[src/rtl/axi_lite_arbiter.sv]
// axi_lite_arbiter: N-master to 1-slave AXI4-lite arbiter with a round-robin grant.
// One transaction (read or write) is in flight at a time, and every transaction
// returns through IDLE, where the next master is chosen.
//
// Ports:
//   clk, rst             clock; synchronous active-low reset
//   m_ar*/m_r*           per-master read address / read data channels (packed per master)
//   m_aw*/m_w*/m_b*      per-master write address / write data / write response channels
//   s_ar*/s_r*           slave-side read channels
//   s_aw*/s_w*/s_b*      slave-side write channels
//   grant                index of the currently granted master (debug)
//   busy                 high whenever the arbiter is not in IDLE
module axi_lite_arbiter #(
    parameter int unsigned NUM_MASTERS = 2,
    parameter int unsigned ADDR_W      = 32,
    parameter int unsigned DATA_W      = 32
) (
    input  logic                                clk,
    input  logic                                rst,
    // Master-side read channels
    input  logic [NUM_MASTERS*ADDR_W-1:0]       m_araddr,
    input  logic [NUM_MASTERS-1:0]              m_arvalid,
    output logic [NUM_MASTERS-1:0]              m_arready,
    output logic [DATA_W-1:0]                   m_rdata,
    output logic [1:0]                          m_rresp,
    output logic [NUM_MASTERS-1:0]              m_rvalid,
    input  logic [NUM_MASTERS-1:0]              m_rready,
    // Master-side write channels
    input  logic [NUM_MASTERS*ADDR_W-1:0]       m_awaddr,
    input  logic [NUM_MASTERS-1:0]              m_awvalid,
    output logic [NUM_MASTERS-1:0]              m_awready,
    input  logic [NUM_MASTERS*DATA_W-1:0]       m_wdata,
    input  logic [NUM_MASTERS*(DATA_W/8)-1:0]   m_wstrb,
    input  logic [NUM_MASTERS-1:0]              m_wvalid,
    output logic [NUM_MASTERS-1:0]              m_wready,
    output logic [1:0]                          m_bresp,
    output logic [NUM_MASTERS-1:0]              m_bvalid,
    input  logic [NUM_MASTERS-1:0]              m_bready,
    // Slave-side read channels
    output logic [ADDR_W-1:0]                   s_araddr,
    output logic                                s_arvalid,
    input  logic                                s_arready,
    input  logic [DATA_W-1:0]                   s_rdata,
    input  logic [1:0]                          s_rresp,
    input  logic                                s_rvalid,
    output logic                                s_rready,
    // Slave-side write channels
    output logic [ADDR_W-1:0]                   s_awaddr,
    output logic                                s_awvalid,
    input  logic                                s_awready,
    output logic [DATA_W-1:0]                   s_wdata,
    output logic [(DATA_W/8)-1:0]               s_wstrb,
    output logic                                s_wvalid,
    input  logic                                s_wready,
    input  logic [1:0]                          s_bresp,
    input  logic                                s_bvalid,
    output logic                                s_bready,
    // Debug / status
    output logic [$clog2(NUM_MASTERS)-1:0]      grant,
    output logic                                busy
);

    localparam int unsigned GRANT_W = $clog2(NUM_MASTERS);
    localparam int unsigned STRB_W  = DATA_W / 8;

    typedef enum logic [2:0] {StIdle, StAr, StR, StAw, StB} state_e;

    state_e               state_q;
    logic [GRANT_W-1:0]   grant_q;
    logic [GRANT_W-1:0]   rr_ptr_q;
    logic                 aw_done_q;
    logic                 w_done_q;
    logic                 busy_q;

    // Per-master views of the packed request buses
    logic [ADDR_W-1:0]    araddr_arr [NUM_MASTERS];
    logic [ADDR_W-1:0]    awaddr_arr [NUM_MASTERS];
    logic [DATA_W-1:0]    wdata_arr  [NUM_MASTERS];
    logic [STRB_W-1:0]    wstrb_arr  [NUM_MASTERS];

    for (genvar gi = 0; gi < NUM_MASTERS; gi++) begin : g_unpack
        assign araddr_arr[gi] = m_araddr[gi*ADDR_W +: ADDR_W];
        assign awaddr_arr[gi] = m_awaddr[gi*ADDR_W +: ADDR_W];
        assign wdata_arr[gi]  = m_wdata[gi*DATA_W +: DATA_W];
        assign wstrb_arr[gi]  = m_wstrb[gi*STRB_W +: STRB_W];
    end

    // Round-robin search: first requesting index at or above rr_ptr, wrapping.
    logic [NUM_MASTERS-1:0] req;
    logic                   arb_found;
    logic [GRANT_W-1:0]     arb_idx;
    logic [GRANT_W-1:0]     cand_idx;
    int unsigned            cand;

    always_comb begin
        req       = m_arvalid | m_awvalid;
        arb_found = 1'b0;
        arb_idx   = '0;
        cand      = 0;
        cand_idx  = '0;
        for (int unsigned i = 0; i < NUM_MASTERS; i++) begin
            cand     = (32'(rr_ptr_q) + i) % NUM_MASTERS;
            cand_idx = GRANT_W'(cand);
            if (!arb_found && req[cand_idx]) begin
                arb_found = 1'b1;
                arb_idx   = cand_idx;
            end
        end
    end

    logic [GRANT_W-1:0] next_ptr;
    assign next_ptr = (grant_q == GRANT_W'(NUM_MASTERS - 1)) ? '0 : grant_q + GRANT_W'(1);

    // Channel muxing: only the granted master's channel of the current state is connected.
    always_comb begin
        m_arready = '0;
        m_rvalid  = '0;
        m_rdata   = '0;
        m_rresp   = '0;
        m_awready = '0;
        m_wready  = '0;
        m_bvalid  = '0;
        m_bresp   = '0;
        s_araddr  = '0;
        s_arvalid = 1'b0;
        s_rready  = 1'b0;
        s_awaddr  = '0;
        s_awvalid = 1'b0;
        s_wdata   = '0;
        s_wstrb   = '0;
        s_wvalid  = 1'b0;
        s_bready  = 1'b0;
        unique case (state_q)
            StAr: begin
                s_araddr           = araddr_arr[grant_q];
                s_arvalid          = m_arvalid[grant_q];
                m_arready[grant_q] = s_arready;
            end
            StR: begin
                m_rvalid[grant_q] = s_rvalid;
                s_rready          = m_rready[grant_q];
                m_rdata           = s_rdata;
                m_rresp           = s_rresp;
            end
            StAw: begin
                // A channel that has already handshaken is masked off until B.
                s_awaddr           = awaddr_arr[grant_q];
                s_awvalid          = m_awvalid[grant_q] & ~aw_done_q;
                m_awready[grant_q] = s_awready & ~aw_done_q;
                s_wdata            = wdata_arr[grant_q];
                s_wstrb            = wstrb_arr[grant_q];
                s_wvalid           = m_wvalid[grant_q] & ~w_done_q;
                m_wready[grant_q]  = s_wready & ~w_done_q;
            end
            StB: begin
                m_bvalid[grant_q] = s_bvalid;
                s_bready          = m_bready[grant_q];
                m_bresp           = s_bresp;
            end
            default: ;
        endcase
    end

    logic aw_ok;
    logic w_ok;
    assign aw_ok = aw_done_q | (s_awvalid & s_awready);
    assign w_ok  = w_done_q  | (s_wvalid  & s_wready);

    always_ff @(posedge clk) begin
        if (!rst) begin
            state_q   <= StIdle;
            grant_q   <= '0;
            rr_ptr_q  <= '0;
            aw_done_q <= 1'b0;
            w_done_q  <= 1'b0;
            busy_q    <= 1'b0;
        end else begin
            unique case (state_q)
                StIdle: begin
                    if (arb_found) begin
                        grant_q <= arb_idx;
                        busy_q  <= 1'b1;
                        // Reads win over writes within one master.
                        state_q <= m_arvalid[arb_idx] ? StAr : StAw;
                    end
                end
                StAr: begin
                    if (s_arvalid && s_arready) begin
                        state_q <= StR;
                    end
                end
                StR: begin
                    if (s_rvalid && s_rready) begin
                        state_q  <= StIdle;
                        rr_ptr_q <= next_ptr;
                        busy_q   <= 1'b0;
                    end
                end
                StAw: begin
                    if (aw_ok && w_ok) begin
                        state_q   <= StB;
                        aw_done_q <= 1'b0;
                        w_done_q  <= 1'b0;
                    end else begin
                        aw_done_q <= aw_ok;
                        w_done_q  <= w_ok;
                    end
                end
                StB: begin
                    if (s_bvalid && s_bready) begin
                        state_q  <= StIdle;
                        rr_ptr_q <= next_ptr;
                        busy_q   <= 1'b0;
                    end
                end
                default: state_q <= StIdle;
            endcase
        end
    end

    assign grant = grant_q;
    assign busy  = busy_q;

endmodule

[config.mk]
export PLATFORM = sky130hd
export DESIGN_NAME = axi_lite_arbiter
export DESIGN_NICKNAME = d
export VERILOG_FILES = /design/src/rtl/axi_lite_arbiter.sv
export SDC_FILE = /design/constraint.sdc
export NUM_CORES = 1
export LEC_CHECK = 0
export CORE_AREA = 4 4 157 159
export DETAILED_ROUTE_END_ITERATION = 7
export DIE_AREA = 0 0 161 163
export SLEW_MARGIN = 20
export SYNTH_ARGS = -nofsm -noshare
export SYNTH_HDL_FRONTEND = slang
export SYNTH_SLANG_ARGS = --single-unit
export TNS_END_PERCENT = 100
[constraint.sdc]
create_clock -name clk -period 2.2 [get_ports clk]
set_input_delay 0.22 -clock clk [delete_from_list [all_inputs] [get_ports clk]]
set_output_delay 0.22 -clock clk [all_outputs]
set_load 0.01 [all_outputs]
==> metrics.txt <==
# TYPE chip_impl_metric gauge
chip_impl_info{name="timing.setup.critical_path_class",value="flop to output port"} 1
chip_impl_metric{name="finalWirelength",unit="microns"} 16970
chip_impl_metric{name="die_w",unit="microns"} 161
chip_impl_metric{name="coreArea",unit="sq um"} 23260
chip_impl_metric{name="holdBufCountCts",unit=""} 0
chip_impl_metric{name="dieArea",unit="sq um"} 26240
chip_impl_metric{name="grt_pass1_vias",unit=""} 3922
chip_impl_metric{name="hold_slack",unit="ps"} 522.9
chip_impl_metric{name="synth.net_count",unit=""} 604
chip_impl_info{name="yosys.area.top_type",value="mux2i_1"} 1
chip_impl_metric{name="area.growth.synth_to_final",unit="%"} 192.3
chip_impl_info{name="path_cells",value="buf_12 -> buf_4 -> mux2i_1 -> nor2_1 -> clkdlybuf4s50_1"} 1
chip_impl_metric{name="first_pass_iters",unit=""} 4
chip_impl_metric{name="cts_inserted_buffers",unit=""} 3
chip_impl_metric{name="tightest_slew",unit="ps"} 426.7
chip_impl_info{name="root_cell_of_the_clock_tree",value="clkbuf_16"} 1
chip_impl_metric{name="ioPinCount",unit=""} 406
chip_impl_info{name="endpoint_kind",value="output port"} 1
chip_impl_metric{name="slew-limit-headroom",unit=""} 0.7082
chip_impl_metric{name="pin_count_of_the_biggest_net_entering_global_routing",unit=""} 41
chip_impl_metric{name="clkLatencyLatePin",unit="ps"} 230
chip_impl_metric{name="global_route_wire_length_before_repair",unit="microns"} 23770
chip_impl_metric{name="worst_clock_skew",unit="ps"} 2.944
chip_impl_metric{name="n_antenna_cell",unit=""} 0
chip_impl_metric{name="critPathRequiredTime",unit="ps"} 1980
chip_impl_metric{name="dp.cells",unit=""} 1059
chip_impl_metric{name="multi_input_area",unit="sq um"} 2132
chip_impl_metric{name="fillCellCount",unit=""} 2519
chip_impl_info{name="cts_tree",value="built"} 1
chip_impl_info{name="holdCritPathClass",value="flop to flop"} 1
chip_impl_metric{name="reg2reg_slack",unit="ps"} 340
chip_impl_info{name="status",value="completed"} 1
chip_impl_metric{name="synth_seq_cells",unit=""} 8
chip_impl_metric{name="wl_per_cell",unit="microns"} 15.88
chip_impl_metric{name="power.ir.vdd_worst",unit="mV"} 0.2396
chip_impl_metric{name="dr_vias_cell",unit=""} 3.610
chip_impl_metric{name="detailroute.via_count",unit=""} 3855
chip_impl_metric{name="fraction_of_synthesized_cell_area_taken_by_the_top_area_cell_type",unit=""} 0.4380
chip_impl_metric{name="cellLeakagePower",unit="uW"} 0.002505
chip_impl_metric{name="initial_utilization",unit=""} 0.1041
chip_impl_metric{name="die_y",unit="microns"} 163
chip_impl_metric{name="dpl.hpwl",unit="microns"} 14350
chip_impl_metric{name="finalHoldViolations",unit=""} 0
chip_impl_metric{name="ys_warn_count",unit=""} 0
chip_impl_metric{name="synth_cells",unit=""} 351
chip_impl_info{name="synth.top_cells.by_area",value="mux2i_1 (44%), nor2_1 (17%), and2_1 (9.6%)"} 1
chip_impl_metric{name="maximum_buffer_depth_of_the_clock_tree",unit=""} 2
chip_impl_metric{name="power_per_cell_area",unit="nW/um^2"} 513.0
chip_impl_info{name="yosys.cell_count.top_type",value="nor2_1"} 1
chip_impl_metric{name="final_layout_size_suffix_gt1_frac",unit=""} 0.04673
chip_impl_metric{name="drc",unit=""} 0
chip_impl_metric{name="numPortBuffers",unit=""} 405
chip_impl_metric{name="grt_antenna_before_repair",unit=""} 1
chip_impl_metric{name="final.period_utilization",unit=""} 0.9765
chip_impl_metric{name="globalRouteOverflowTotal",unit=""} 0
chip_impl_metric{name="drt.antenna.violating_nets",unit=""} 0
chip_impl_metric{name="rows",unit=""} 56
chip_impl_metric{name="first_iter_violations",unit=""} 135
chip_impl_metric{name="report.final.setup_viol",unit=""} 0
chip_impl_metric{name="clock_pin_slew_of_the_registers_on_the_worst_case_setup_and_hold_paths",unit="ps"} 40
chip_impl_metric{name="routabilityCongestion",unit=""} 0.8024
chip_impl_metric{name="h-tree-depth",unit=""} 1
chip_impl_info{name="yosys_most_used_dff",value="dfxtp_1"} 1
chip_impl_metric{name="syn_area_per_cell",unit="sq um"} 6.901
chip_impl_metric{name="maxCapViolations",unit=""} 0
chip_impl_metric{name="crit_path_max_incr_delay",unit="ps"} 490
chip_impl_metric{name="clock_sink_count",unit=""} 8
chip_impl_info{name="unrepaired_setup_endpoints_after_global_routing",value="false"} 1
chip_impl_metric{name="grt_util_all_layers",unit=""} 0.1151
chip_impl_metric{name="ys_types",unit=""} 36
chip_impl_metric{name="critical_path_peak_fanout",unit=""} 10
chip_impl_metric{name="nNetsFinal",unit=""} 1003
chip_impl_metric{name="ff_latch_area",unit="sq um"} 167.7
chip_impl_metric{name="finalCriticalPeriod",unit="ps"} 2148
chip_impl_metric{name="synth_area",unit="sq um"} 2422
chip_impl_info{name="worst_setup_path_start_kind",value="flop"} 1
chip_impl_info{name="synthTopCellsByCount",value="nor2_1 (112), mux2i_1 (106), and2_1 (37)"} 1
chip_impl_metric{name="timing_max_transition_violations_final",unit=""} 0
chip_impl_metric{name="final_cell_count_without_fillers",unit=""} 1068
chip_impl_metric{name="seq_area_frac_synth",unit=""} 0.06612
chip_impl_metric{name="fmax",unit="MHz"} 465.5
chip_impl_metric{name="synth_edf_count",unit=""} 0
chip_impl_metric{name="postSynth.asyncResetShare",unit=""} 0
chip_impl_metric{name="cp_data_arrival_time",unit="ps"} 1930
chip_impl_info{name="timing.critical_path.slowest_stage_cell",value="dfxtp_4"} 1
layout by cell type (no fill, tap or decap), types with 2 or more instances in the layout:
master / n
clkdlybuf4s50_1: 403
nor3b_1: 3
nor2_1: 112
clkbuf_16: 3
nor4b_2: 2
dfxtp_1: 4
nor2b_1: 5
and4b_1: 2
nor3b_4: 2
buf_12: 3
nand2_1: 12
o21ai_0: 2
buf_4: 13
o32a_1: 2
dlymetal6s2s_1: 2
dfxtp_2: 3
buf_16: 2
o21a_1: 2
inv_1: 2
nor3_1: 4
and2_1: 37
and3_1: 2
a21oi_1: 4
mux2i_1: 105
buf_6: 2
worst paths after layout:
path | start | end | depth (start not counted)
setup reg to reg | grant | state_q[0] | 6
setup / recovery | grant | s_araddr[12] | 5
hold / removal | state_q[1] | state_q[1] | 2
hold reg to reg | state_q[1] | state_q[1] | 2
power breakdown:
group	switching, uW	internal, uW	leakage (uW)
registers	86.7	191	0.0000674
logic	1280	1760	0.00240
clock network	73.7	242	0.0000382
metal layers:
metal / vias to the layer above / share of wire / GRT usage
met4: 2 / 0.0048 / 0.008143
met1: 1704 / 0.41 / 0.1418
met3: 8 / 0.073 / 0.03366
met2: 148 / 0.51 / 0.2080
met5: - / 0.00041 / 0
li1: 1993 / - / -
layout make-up:
class,instances,area share
sequential,8,0.02368
timing repair buffer,425,0.6066
multi-input combinational,310,0.3012
clock buffer,4,0.01113
inverter,2,0.001060
tap,319,0.05638
cells by family after synthesis:
group,count (synthesis),synth area share
DFF,8,0.06611
muxes,107,0.4427
buffers and inverters,33,0.06663
and+or+nand+nor,186,0.3704
AOI/OAI and AO/OA,17,0.05424
critical path, delay by kind of cell, from the launching register on:
family | cells | cell delay (ps)
buffers and inverters | 3 | 810
flip-flops | 1 | 490
multiplexers | 1 | 320
AND/OR/NAND/NOR | 1 | 70
registers in the layout, indices dropped and copies added, names as in the netlist:
register and count:
w_done_q 1, rr_ptr_q 1, aw_done_q 1, busy 1, state_q 3, grant 1
metrics by stage:
step	setup TNS [ps]	worst slack (ps)	total power, uW	area, sq um	utilization
global placement	0	173.5	3260	6897	0.2965
floorplan	0	672.4	1654	2422	-
finish	0	51.79	3632	7079	0.3043
CTS	-64.73	-64.73	3625	7010	0.3014
detailed placement	0	169.2	3262	6897	0.2965
global route	0	4.116	3892	7079	0.3043
timing repair:
item,in CTS,in global routing
resized for setup,4,9
buffers inserted,2,3
setup endpoints to repair,68,83
No activity file was read; power rests on OpenSTA's default activity.
